$ cat config.mk
export PLATFORM = sky130hd
export DESIGN_NAME = tftp_tx_scheduler_flat
export DESIGN_NICKNAME = d
export VERILOG_FILES = /design/src/rtl/tftp_tx_scheduler_if.sv /design/src/rtl/tftp_tx_scheduler.sv /design/src/flat_wrapper.sv
export SDC_FILE = /design/constraint.sdc
export NUM_CORES = 1
export LEC_CHECK = 0
export CELL_PAD_IN_SITES_DETAIL_PLACEMENT = 2
export CELL_PAD_IN_SITES_GLOBAL_PLACEMENT = 2
export CORE_AREA = 2 2 275 277
export CTS_BUF_LIST = sky130_fd_sc_hd__clkbuf_4 sky130_fd_sc_hd__clkbuf_8
export DETAILED_ROUTE_END_ITERATION = 8
export DIE_AREA = 0 0 277 279
export PLACE_DENSITY = 0.76
export SYNTH_ARGS = -nofsm -noshare
export SYNTH_HDL_FRONTEND = slang
export SYNTH_SLANG_ARGS = --single-unit
$ cat constraint.sdc
create_clock -name clk -period 19.6 [get_ports clk]
set_input_delay 5.88 -clock clk [delete_from_list [all_inputs] [get_ports clk]]
set_output_delay 5.88 -clock clk [all_outputs]
set_load 0.01 [all_outputs]
$ cat src/rtl/tftp_tx_scheduler_if.sv
// Decoder-event and builder-handshake bundle for the TFTP TX session scheduler.
//   dec_valid/dec_tid/dec_block/dec_len : decoded RRQ/ACK event (level valid)
//   tx_req/tx_tid/tx_block/tx_len       : block send request toward the packet builder
//   tx_ack                              : builder accepted the request (1-cycle pulse)
// Modports: master = scheduler, slave = decoder/builder side.
interface tftp_tx_scheduler_if;
  logic        dec_valid;
  logic [15:0] dec_tid;
  logic [15:0] dec_block;
  logic [15:0] dec_len;
  logic        tx_req;
  logic [15:0] tx_tid;
  logic [15:0] tx_block;
  logic [15:0] tx_len;
  logic        tx_ack;

  modport master (
    input  dec_valid, dec_tid, dec_block, dec_len, tx_ack,
    output tx_req, tx_tid, tx_block, tx_len
  );

  modport slave (
    output dec_valid, dec_tid, dec_block, dec_len, tx_ack,
    input  tx_req, tx_tid, tx_block, tx_len
  );
endinterface

$ cat src/rtl/tftp_tx_scheduler.sv
// TFTP TX session scheduler: opens/advances/closes sessions from decoded RRQ/ACK events,
// grants READY sessions round-robin to the packet builder and retransmits on timeout.
// Ports:
//   clk, reset          : clock, synchronous active-low reset
//   bus (master)        : decoder events in, tx_req/tx_tid/tx_block/tx_len out, tx_ack in
//   busy                : any session entry in use
//   sess_abort          : 1-cycle pulse, session dropped after MAX_RETRY timeouts
//   sess_drop           : 1-cycle pulse, RRQ rejected because the table is full
//   stat_done/stat_retx : saturating completion / retransmission counters
// Optional feature: define TFTP_SCHED_STATS_EN to build the counters; otherwise they read 0.
module tftp_tx_scheduler #(
  parameter int unsigned NSESS     = 4,
  parameter logic [23:0] TIMEOUT   = 24'd12500000,
  parameter int unsigned MAX_RETRY = 4
) (
  input  logic                  clk,
  input  logic                  reset,
  tftp_tx_scheduler_if.master   bus,
  output logic                  busy,
  output logic                  sess_abort,
  output logic                  sess_drop,
  output logic [15:0]           stat_done,
  output logic [15:0]           stat_retx
);

  localparam int unsigned IdxW     = $clog2(NSESS);
  localparam int unsigned SumW     = IdxW + 1;
  localparam logic [7:0]  MaxRetry = 8'(MAX_RETRY);
  localparam logic [IdxW-1:0] LastIdx = IdxW'(NSESS - 1);

  typedef enum logic [1:0] {StFree, StReady, StWaitTx, StWaitAck} sess_st_e;

  sess_st_e    st_q    [NSESS];
  logic [15:0] tid_q   [NSESS];
  logic [15:0] blk_q   [NSESS];
  logic [15:0] len_q   [NSESS];
  logic [23:0] timer_q [NSESS];
  logic [7:0]  retry_q [NSESS];

  logic            dec_valid_q, ev_q;
  logic [15:0]     ev_tid_q, ev_blk_q, ev_len_q;
  logic            tx_req_q;
  logic [15:0]     tx_tid_q, tx_blk_q, tx_len_q;
  logic [IdxW-1:0] gnt_idx_q, rr_ptr_q;
  logic            abort_q, drop_q;

  logic            match_hit, free_hit, gnt_hit, busy_c;
  logic [IdxW-1:0] match_idx, free_idx, gnt_idx;
  logic [SumW-1:0] rr_sum;
  logic            ack_hit, alloc, drop_c;
  logic [NSESS-1:0] tmo;

  always_comb begin
    match_hit = 1'b0;
    match_idx = '0;
    free_hit  = 1'b0;
    free_idx  = '0;
    busy_c    = 1'b0;
    // Descending scan so the lowest index wins.
    for (int i = int'(NSESS) - 1; i >= 0; i--) begin
      if (st_q[i] != StFree) begin
        busy_c = 1'b1;
        if (tid_q[i] == ev_tid_q) begin
          match_hit = 1'b1;
          match_idx = IdxW'(i);
        end
      end else begin
        free_hit = 1'b1;
        free_idx = IdxW'(i);
      end
    end

    // Round-robin: smallest offset from the pointer wins.
    gnt_hit = 1'b0;
    gnt_idx = '0;
    rr_sum  = '0;
    for (int k = int'(NSESS) - 1; k >= 0; k--) begin
      rr_sum = {1'b0, rr_ptr_q} + SumW'(k);
      if (rr_sum >= SumW'(NSESS)) rr_sum = rr_sum - SumW'(NSESS);
      if (st_q[rr_sum[IdxW-1:0]] == StReady) begin
        gnt_hit = 1'b1;
        gnt_idx = rr_sum[IdxW-1:0];
      end
    end

    ack_hit = ev_q && match_hit && (st_q[match_idx] == StWaitAck) &&
              (ev_blk_q == blk_q[match_idx] + 16'd1);
    alloc   = ev_q && !match_hit && (ev_blk_q == 16'd1) && free_hit;
    drop_c  = ev_q && !match_hit && (ev_blk_q == 16'd1) && !free_hit;

    // A valid ACK landing on the expiry cycle suppresses the timeout.
    for (int i = 0; i < int'(NSESS); i++) begin
      tmo[i] = (st_q[i] == StWaitAck) && (timer_q[i] == 24'd0) &&
               !(ack_hit && (match_idx == IdxW'(i)));
    end
  end

  always_ff @(posedge clk) begin
    if (!reset) begin
      for (int i = 0; i < int'(NSESS); i++) begin
        st_q[i]    <= StFree;
        tid_q[i]   <= '0;
        blk_q[i]   <= '0;
        len_q[i]   <= '0;
        timer_q[i] <= '0;
        retry_q[i] <= '0;
      end
      dec_valid_q <= 1'b0;
      ev_q        <= 1'b0;
      ev_tid_q    <= '0;
      ev_blk_q    <= '0;
      ev_len_q    <= '0;
      tx_req_q    <= 1'b0;
      tx_tid_q    <= '0;
      tx_blk_q    <= '0;
      tx_len_q    <= '0;
      gnt_idx_q   <= '0;
      rr_ptr_q    <= '0;
      abort_q     <= 1'b0;
      drop_q      <= 1'b0;
    end else begin
      dec_valid_q <= bus.dec_valid;
      ev_q        <= bus.dec_valid & ~dec_valid_q;
      if (bus.dec_valid && !dec_valid_q) begin
        ev_tid_q <= bus.dec_tid;
        ev_blk_q <= bus.dec_block;
        ev_len_q <= bus.dec_len;
      end
      abort_q <= 1'b0;
      drop_q  <= drop_c;

      for (int i = 0; i < int'(NSESS); i++) begin
        if (st_q[i] == StWaitAck && timer_q[i] != 24'd0) begin
          timer_q[i] <= timer_q[i] - 24'd1;
        end
        if (tmo[i]) begin
          retry_q[i] <= retry_q[i] + 8'd1;
          if (retry_q[i] + 8'd1 == MaxRetry) begin
            st_q[i] <= StFree;
            abort_q <= 1'b1;
          end else begin
            st_q[i] <= StReady;
          end
        end
      end

      if (ack_hit) begin
        if (len_q[match_idx] == 16'd0) begin
          st_q[match_idx] <= StFree;
        end else begin
          st_q[match_idx]    <= StReady;
          blk_q[match_idx]   <= ev_blk_q;
          len_q[match_idx]   <= ev_len_q;
          retry_q[match_idx] <= '0;
        end
      end

      if (alloc) begin
        st_q[free_idx]    <= StReady;
        tid_q[free_idx]   <= ev_tid_q;
        blk_q[free_idx]   <= 16'd1;
        len_q[free_idx]   <= ev_len_q;
        retry_q[free_idx] <= '0;
      end

      if (tx_req_q) begin
        if (bus.tx_ack) begin
          tx_req_q           <= 1'b0;
          st_q[gnt_idx_q]    <= StWaitAck;
          timer_q[gnt_idx_q] <= TIMEOUT;
          rr_ptr_q           <= (gnt_idx_q == LastIdx) ? '0 : gnt_idx_q + 1'b1;
        end
      end else if (gnt_hit) begin
        tx_req_q        <= 1'b1;
        gnt_idx_q       <= gnt_idx;
        tx_tid_q        <= tid_q[gnt_idx];
        tx_blk_q        <= blk_q[gnt_idx];
        tx_len_q        <= len_q[gnt_idx];
        st_q[gnt_idx]   <= StWaitTx;
      end
    end
  end

  assign bus.tx_req   = tx_req_q;
  assign bus.tx_tid   = tx_tid_q;
  assign bus.tx_block = tx_blk_q;
  assign bus.tx_len   = tx_len_q;
  assign busy         = busy_c;
  assign sess_abort   = abort_q;
  assign sess_drop    = drop_q;

`ifdef TFTP_SCHED_STATS_EN
  logic [15:0] done_q, retx_q;
  logic [3:0]  n_retx;
  logic [16:0] retx_sum;

  always_comb begin
    n_retx = '0;
    for (int i = 0; i < int'(NSESS); i++) begin
      if (tmo[i] && (retry_q[i] + 8'd1 != MaxRetry)) n_retx = n_retx + 4'd1;
    end
    retx_sum = {1'b0, retx_q} + 17'(n_retx);
  end

  always_ff @(posedge clk) begin
    if (!reset) begin
      done_q <= '0;
      retx_q <= '0;
    end else begin
      if (ack_hit && len_q[match_idx] == 16'd0 && done_q != 16'hFFFF) begin
        done_q <= done_q + 16'd1;
      end
      retx_q <= retx_sum[16] ? 16'hFFFF : retx_sum[15:0];
    end
  end

  assign stat_done = done_q;
  assign stat_retx = retx_q;
`else
  assign stat_done = 16'h0;
  assign stat_retx = 16'h0;
`endif

endmodule
$ cat src/flat_wrapper.sv
// flat-port wrapper written by rule: the top's interface ports become plain ports
module tftp_tx_scheduler_flat 
#(
  parameter int unsigned NSESS     = 4,
  parameter logic [23:0] TIMEOUT   = 24'd12500000,
  parameter int unsigned MAX_RETRY = 4
)
  (clk, reset, busy, sess_abort, sess_drop, stat_done, stat_retx, bus_dec_valid, bus_dec_tid, bus_dec_block, bus_dec_len, bus_tx_ack, bus_tx_req, bus_tx_tid, bus_tx_block, bus_tx_len);
  tftp_tx_scheduler_if bus_i ();
  input  logic clk;
  input  logic reset;
  output logic busy;
  output logic sess_abort;
  output logic sess_drop;
  output logic [15:0] stat_done;
  output logic [15:0] stat_retx;
  input wire logic [$bits(bus_i.dec_valid)-1:0] bus_dec_valid;
  input wire logic [$bits(bus_i.dec_tid)-1:0] bus_dec_tid;
  input wire logic [$bits(bus_i.dec_block)-1:0] bus_dec_block;
  input wire logic [$bits(bus_i.dec_len)-1:0] bus_dec_len;
  input wire logic [$bits(bus_i.tx_ack)-1:0] bus_tx_ack;
  output wire logic [$bits(bus_i.tx_req)-1:0] bus_tx_req;
  output wire logic [$bits(bus_i.tx_tid)-1:0] bus_tx_tid;
  output wire logic [$bits(bus_i.tx_block)-1:0] bus_tx_block;
  output wire logic [$bits(bus_i.tx_len)-1:0] bus_tx_len;
  assign bus_i.dec_valid = bus_dec_valid;
  assign bus_i.dec_tid = bus_dec_tid;
  assign bus_i.dec_block = bus_dec_block;
  assign bus_i.dec_len = bus_dec_len;
  assign bus_i.tx_ack = bus_tx_ack;
  assign bus_tx_req = bus_i.tx_req;
  assign bus_tx_tid = bus_i.tx_tid;
  assign bus_tx_block = bus_i.tx_block;
  assign bus_tx_len = bus_i.tx_len;
  tftp_tx_scheduler #(.NSESS(NSESS), .TIMEOUT(TIMEOUT), .MAX_RETRY(MAX_RETRY)) u_core (.clk(clk), .reset(reset), .bus(bus_i), .busy(busy), .sess_abort(sess_abort), .sess_drop(sess_drop), .stat_done(stat_done), .stat_retx(stat_retx));
endmodule
# [Word level (Yosys, flattened, before mapping)]
# Memory sizes are Yosys's and may differ from the RTL's. A register that Yosys moved wholly into a read port is not among the register bits.
# Index checks and enable logic that the tools add are counted.
[totals] ramBits=328 output_inout_bits=84 ff_bits=57 elab_cells=304 memories=6
[mem_list] name="u_core.timer_q" depth=4 width=24 read_ports=4 rd_clocked_by_memory_dff=0 write_ports=5 line="tftp_tx_scheduler.sv:37" rtl="logic [23:0] timer_q [NSESS];"
[mem_list] name="u_core.blk_q" depth=4 width=16 read_ports=2 rd_clocked_by_memory_dff=1 write_ports=4 line="tftp_tx_scheduler.sv:35" rtl="logic [15:0] blk_q [NSESS];"
[mem_list] name="u_core.len_q" depth=4 width=16 read_ports=2 rd_clocked_by_memory_dff=1 write_ports=4 line="tftp_tx_scheduler.sv:36" rtl="logic [15:0] len_q [NSESS];"
[mem_list] name="u_core.tid_q" depth=4 width=16 read_ports=5 rd_clocked_by_memory_dff=1 write_ports=4 line="tftp_tx_scheduler.sv:34" rtl="logic [15:0] tid_q [NSESS];"
[mem_list] name="u_core.retry_q" depth=4 width=8 read_ports=4 rd_clocked_by_memory_dff=0 write_ports=5 line="tftp_tx_scheduler.sv:38" rtl="logic [7:0] retry_q [NSESS];"
[mem_list] name="u_core.st_q" depth=4 width=2 read_ports=9 rd_clocked_by_memory_dff=0 write_ports=6 line="tftp_tx_scheduler.sv:33" rtl="sess_st_e st_q [NSESS];"
[op_classes] reduce_logical=58 magnitude_cmp=4 bitwise_logic=20 muxes=166 n_addsub=17 eq_ne=23
[ops] op="$mux W1" count=112
[ops] op="$logic_not A24 Y1" count=4
[ops] op="$mux W24" count=4
[ops] op="$reduce_bool A24 Y1" count=4
[ops] op="$sub A24 B1 Y24 const B" count=4
[ops] op="$eq A16 B16 Y1" count=5
[ops] op="$mux W16" count=5
[ops] op="$mux W2" count=40
[ops] op="$reduce_or A16 Y1" count=5
[ops] op="$mux W8" count=5
[ops] op="$add A8 B1 Y8 const B" count=4
[ops] op="$eq A8 B3 Y1 const B" count=4
[ops] op="$logic_and A1 B1 Y1" count=24
[ops] op="$or A1 B1 Y1" count=17
[ops] op="$add A16 B1 Y16 const B" count=1
[ops] op="$eq A16 B1 Y1 const B" count=1
[ops] op="$eq A2 B2 Y1 const B" count=8
[ops] op="$logic_not A16 Y1" count=1
[ops] op="$eq A2 B1 Y1 const B" count=5
[ops] op="$logic_not A1 Y1" count=10
[ops] op="$ge A3 B3 Y1 const B" count=3
[ops] op="$reduce_bool A2 Y1" count=4
[ops] op="$reduce_or A8 Y1" count=1
[ops] op="$sub A2 B1 Y2 const B" count=4
[ops] op="9 further kinds" count=13

# [Depth between registers and ports, before layout]
# An unclocked memory read counts as a cell.
[logic_depth] word_depth=24 mapped_depth=23

# [Least setup slack after synthesis]
# No wires, ideal clock.
[synth_path] path_type="in2reg" from="input reset" to="memory u_core.blk_q[2][0] (enable)" stages=7 setup_slack_ns=10.385 setup_ns=0.435 arrival_ns=8.780 cell_sequence="clkbuf_1 -> inv_1 -> or2_2 -> nor2_1 -> o22a_1 -> o311ai_0 -> o21ai_1"
[synth_lines] item="from (decl)" line="flat_wrapper.sv:11" rtl="input logic reset;"
[synth_lines] item="to (decl)" line="tftp_tx_scheduler.sv:35"

==> results by group <==
Die
  • Core Region: between 70,000 and 80,000 µm²
  • Die H: 279 µm
  • Initial core utilization: roughly 30%
  • Core Rows: 100
  • Ports: roughly 140
  • Die ar.: between 70,000 and 80,000 µm²
  • Die W: approximately 280 µm

Clocking
  • Root Buffer: clkbuf_8
  • CTS Sinks: approximately 440
  • Clk buf depth: 3
  • Post-CTS setup repair buffer count: 0
  • CTS Hold Bufs: 0
  • CTS clk-pin slew, worst paths: approximately 0.060 ns
  • Cts bufs inserted: 80
  • H-tree depth: 3
  • CTS resizes: 0
  • Worst-Skew Late Latency: 0.73 ns
  • Clock tree from TritonCTS: yes

STA
  • Final setup vio count: 0
  • Fmax: ~110 MHz
  • Final worst-path cycle share: between 40% and 50%
  • Sum Neg Setup Slack: 0 ns
  • Final hold vios: 0
  • Hold Slack: 0.458 ns
  • Final Skew: about 0.064 ns
  • Slew Limit Fails: 0
  • Pin slew with the least headroom to its limit: 1.30 ns
  • Fin crit period: between 8 and 9 ns
  • RSZ-0062 raised after global routing: no
  • Slack of the critical path: around 11 ns
  • Max_slew headroom: between 10% and 20%

GRT
  • Largest net degree at the start of global routing: 90
  • GRT Util Overall: about a fifth
  • Global-route wire length before repair: ~120 mm
  • Initial antenna violation count: 2
  • Vias in the first global route: 20.3k
  • Overflow after GRT: 0

Placement
  • Area of placed instances: 24,000 µm²
  • Worst slack at placement: between 10 and 15 ns
  • Post-DP HPWL: 53.6 mm
  • I/O Buffers: slightly above 100
  • Placed Cells: between 3k and 4k
  • Gpl congestion: roughly 0.83

Hold path
  • Hold crit path type: reg2reg
  • HP Start: u_core.bus.tx_tid[13]

Synthesis
  • Post-synth EDFFs: 196
  • Sequential area share after synthesis: 48.2%
  • Mean post-synth cell area: 9.86 µm²
  • Mapped cell area: between 20,000 and 25,000 µm²
  • Main flop type after synthesis: dfxtp_1
  • Async SR Flop Fraction: 0%
  • Yosys reg bits: roughly 440
  • Cell variety after synth: 100
  • Mapped Cells: ~2.2k
  • Warnings, synthesis: 0

Critical path
  • Crit. End Element: flop
  • Buf+Inv Stages, Crit Path: 3
  • Worst R2R Start: u_core.ev_tid_q[9]
  • Worst EP arrival: a little over 9 ns
  • Max stage delay cell, worst path: nor2_1
  • Worst Path Max Fanout: 29
  • CP required: between 20 and 25 ns
  • Crit Path Category: in2reg
  • Cell mode on critical path: nor2_1
  • Slowest Stage Delay on Critical Path: between 0.9 and 1 ns
  • Critical path origin: reset
  • Worst setup SP type: input port
  • Crit path max-delay family: simple AND/OR/NAND/NOR gates
  • Crit path cell chain: buf_2, buf_4, nand2_1, nor2_1, o22ai_1, nor2_1, inv_1, a21oi_1, or3_1

Finish
  • Fin area: ~26,000 µm²
  • Nets: around 2.4k
  • Layout cells sized above 1: between 10% and 20%
  • Non-Filler Instances: 3,371
  • Layout area overhead: 16.5%
  • Fin util: about a third
  • Most frequent cells in the layout: 291 x nand2_1, 239 x dfxtp_1, 196 x edfxtp_1
  • Commonest non-fill, non-tap cell in the layout: nand2_1
  • Fill count: 8,033

Route
  • Antenna Nets Post-Route: 0
  • DRT Wirelength: 78.7 mm
  • Initial DRC Count: about 1.1k
  • TritonRoute pass-1 iters: 5
  • WL/cell: roughly 23 µm
  • Vias: 18.3k
  • DR vias/cell: between 5 and 6
  • Post-route DRC: 0

Pwr
  • Max IR drop VDD: about 0.0001 V
  • Total chip power: around 3.2 mW
  • Leakage: 9.28 nW
  • PD cells: about 120 nW/µm²

Job
  • Max_cap viols: 0

Status
  • Status: complete, no violations
routing by layer:
| layer | vias to the layer above | wire (µm) | global-route usage [%] |
|---|---|---|---|
| met5 | - | 13 | 0 |
| met4 | 2 | 2760 | 8.42 |
| met1 | 9397 | 32400 | 24.0 |
| li1 | 8231 | - | - |
| met2 | 482 | 39700 | 35.9 |
| met3 | 164 | 3810 | 3.38 |
power breakdown:
part           internal (mW)  switching (mW)  total (mW)  leakage, nW
Sequential              1.07           0.124        1.19         3.97
Clock                  0.547           0.416       0.962        0.939
Combinational          0.407           0.612        1.02         4.37
synth_stat cells (9+ instances only):
cell       instances  share of area, %
nand3_1           56               1.3
ha_1              13              0.73
mux4_2            49               5.0
o311ai_1          10              0.40
clkbuf_1          81               1.4
nand3b_1          10              0.34
nor3_1            69               1.6
or3_1             18              0.51
a21oi_1          139               3.1
nor4_1            57               1.6
o311ai_0           9              0.36
nor2b_1           12              0.34
buf_4             35               1.2
a211oi_1          15              0.51
edfxtp_1         196                27
nand4_1           35              0.99
buf_2             30              0.68
a2111oi_0         16              0.63
nand2_1          291               4.9
a21o_1             9              0.31
and2_1           156               4.4
o21ai_0           82               1.9
dfxtp_1          239                22
or4_1              9              0.31
xor2_1            73               2.9
nand2b_1          10              0.28
inv_1             38              0.64
and3_1            75               2.1
xnor2_1          103               4.1
nor2_1           147               2.5
worst paths after layout:
| kind | end | slack [ns] | cells past startpoint |
|---|---|---|---|
| max | u_core.st_q[2][0] | 10.80 | 9 |
| min | u_core.bus.tx_tid[13] | 0.46 | 2 |
| max reg2reg | u_core.blk_q[1][10] | 11.63 | 18 |
| min reg2reg | u_core.bus.tx_tid[13] | 0.46 | 2 |
state kept, by name, indices dropped and copies added, names as in the netlist, 2 cells and up, named ones only:
signal / cells
u_core.timer_q: 96
u_core.blk_q: 64
u_core.len_q: 64
u_core.tid_q: 64
u_core.retry_q: 32
u_core.bus.tx_block: 16
u_core.bus.tx_len: 16
u_core.bus.tx_tid: 16
u_core.ev_blk_q: 16
u_core.ev_len_q: 16
u_core.ev_tid_q: 16
u_core.st_q: 8
u_core.gnt_idx_q: 2
u_core.rr_ptr_q: 2
kinds of logic after synthesis:
group / synth area share [%]
DFF: 48.2
buffers and inverters: 4.19
adders and majority gates: 0.735
xor gates and xnor gates: 7.21
AOI/OAI and AO/OA: 11.2
and+or+nand+nor: 23.3
muxes: 5.12
other: 0.0169
final cells by class:
cell class	count	area [µm²]	share of cell area [%]
clock inverters	18	184	0.713
repair buffers	132	1250	4.84
inverters	38	145	0.563
diodes	1	2.50	0.00971
clock buffers	131	1570	6.07
well taps	969	1210	4.70
flip-flops and latches	435	10700	41.4
multi-input cells	1647	10800	41.7
worst min-delay path: cells and delay by family, from the launching register on:
| kind | cells | cell delay, ns |
|---|---|---|
| compound gates | 1 | 0.05 |
| flops | 1 | 0.31 |
| simple gates | 1 | 0.05 |
Note: power is estimated with default switching activity, not from simulation.
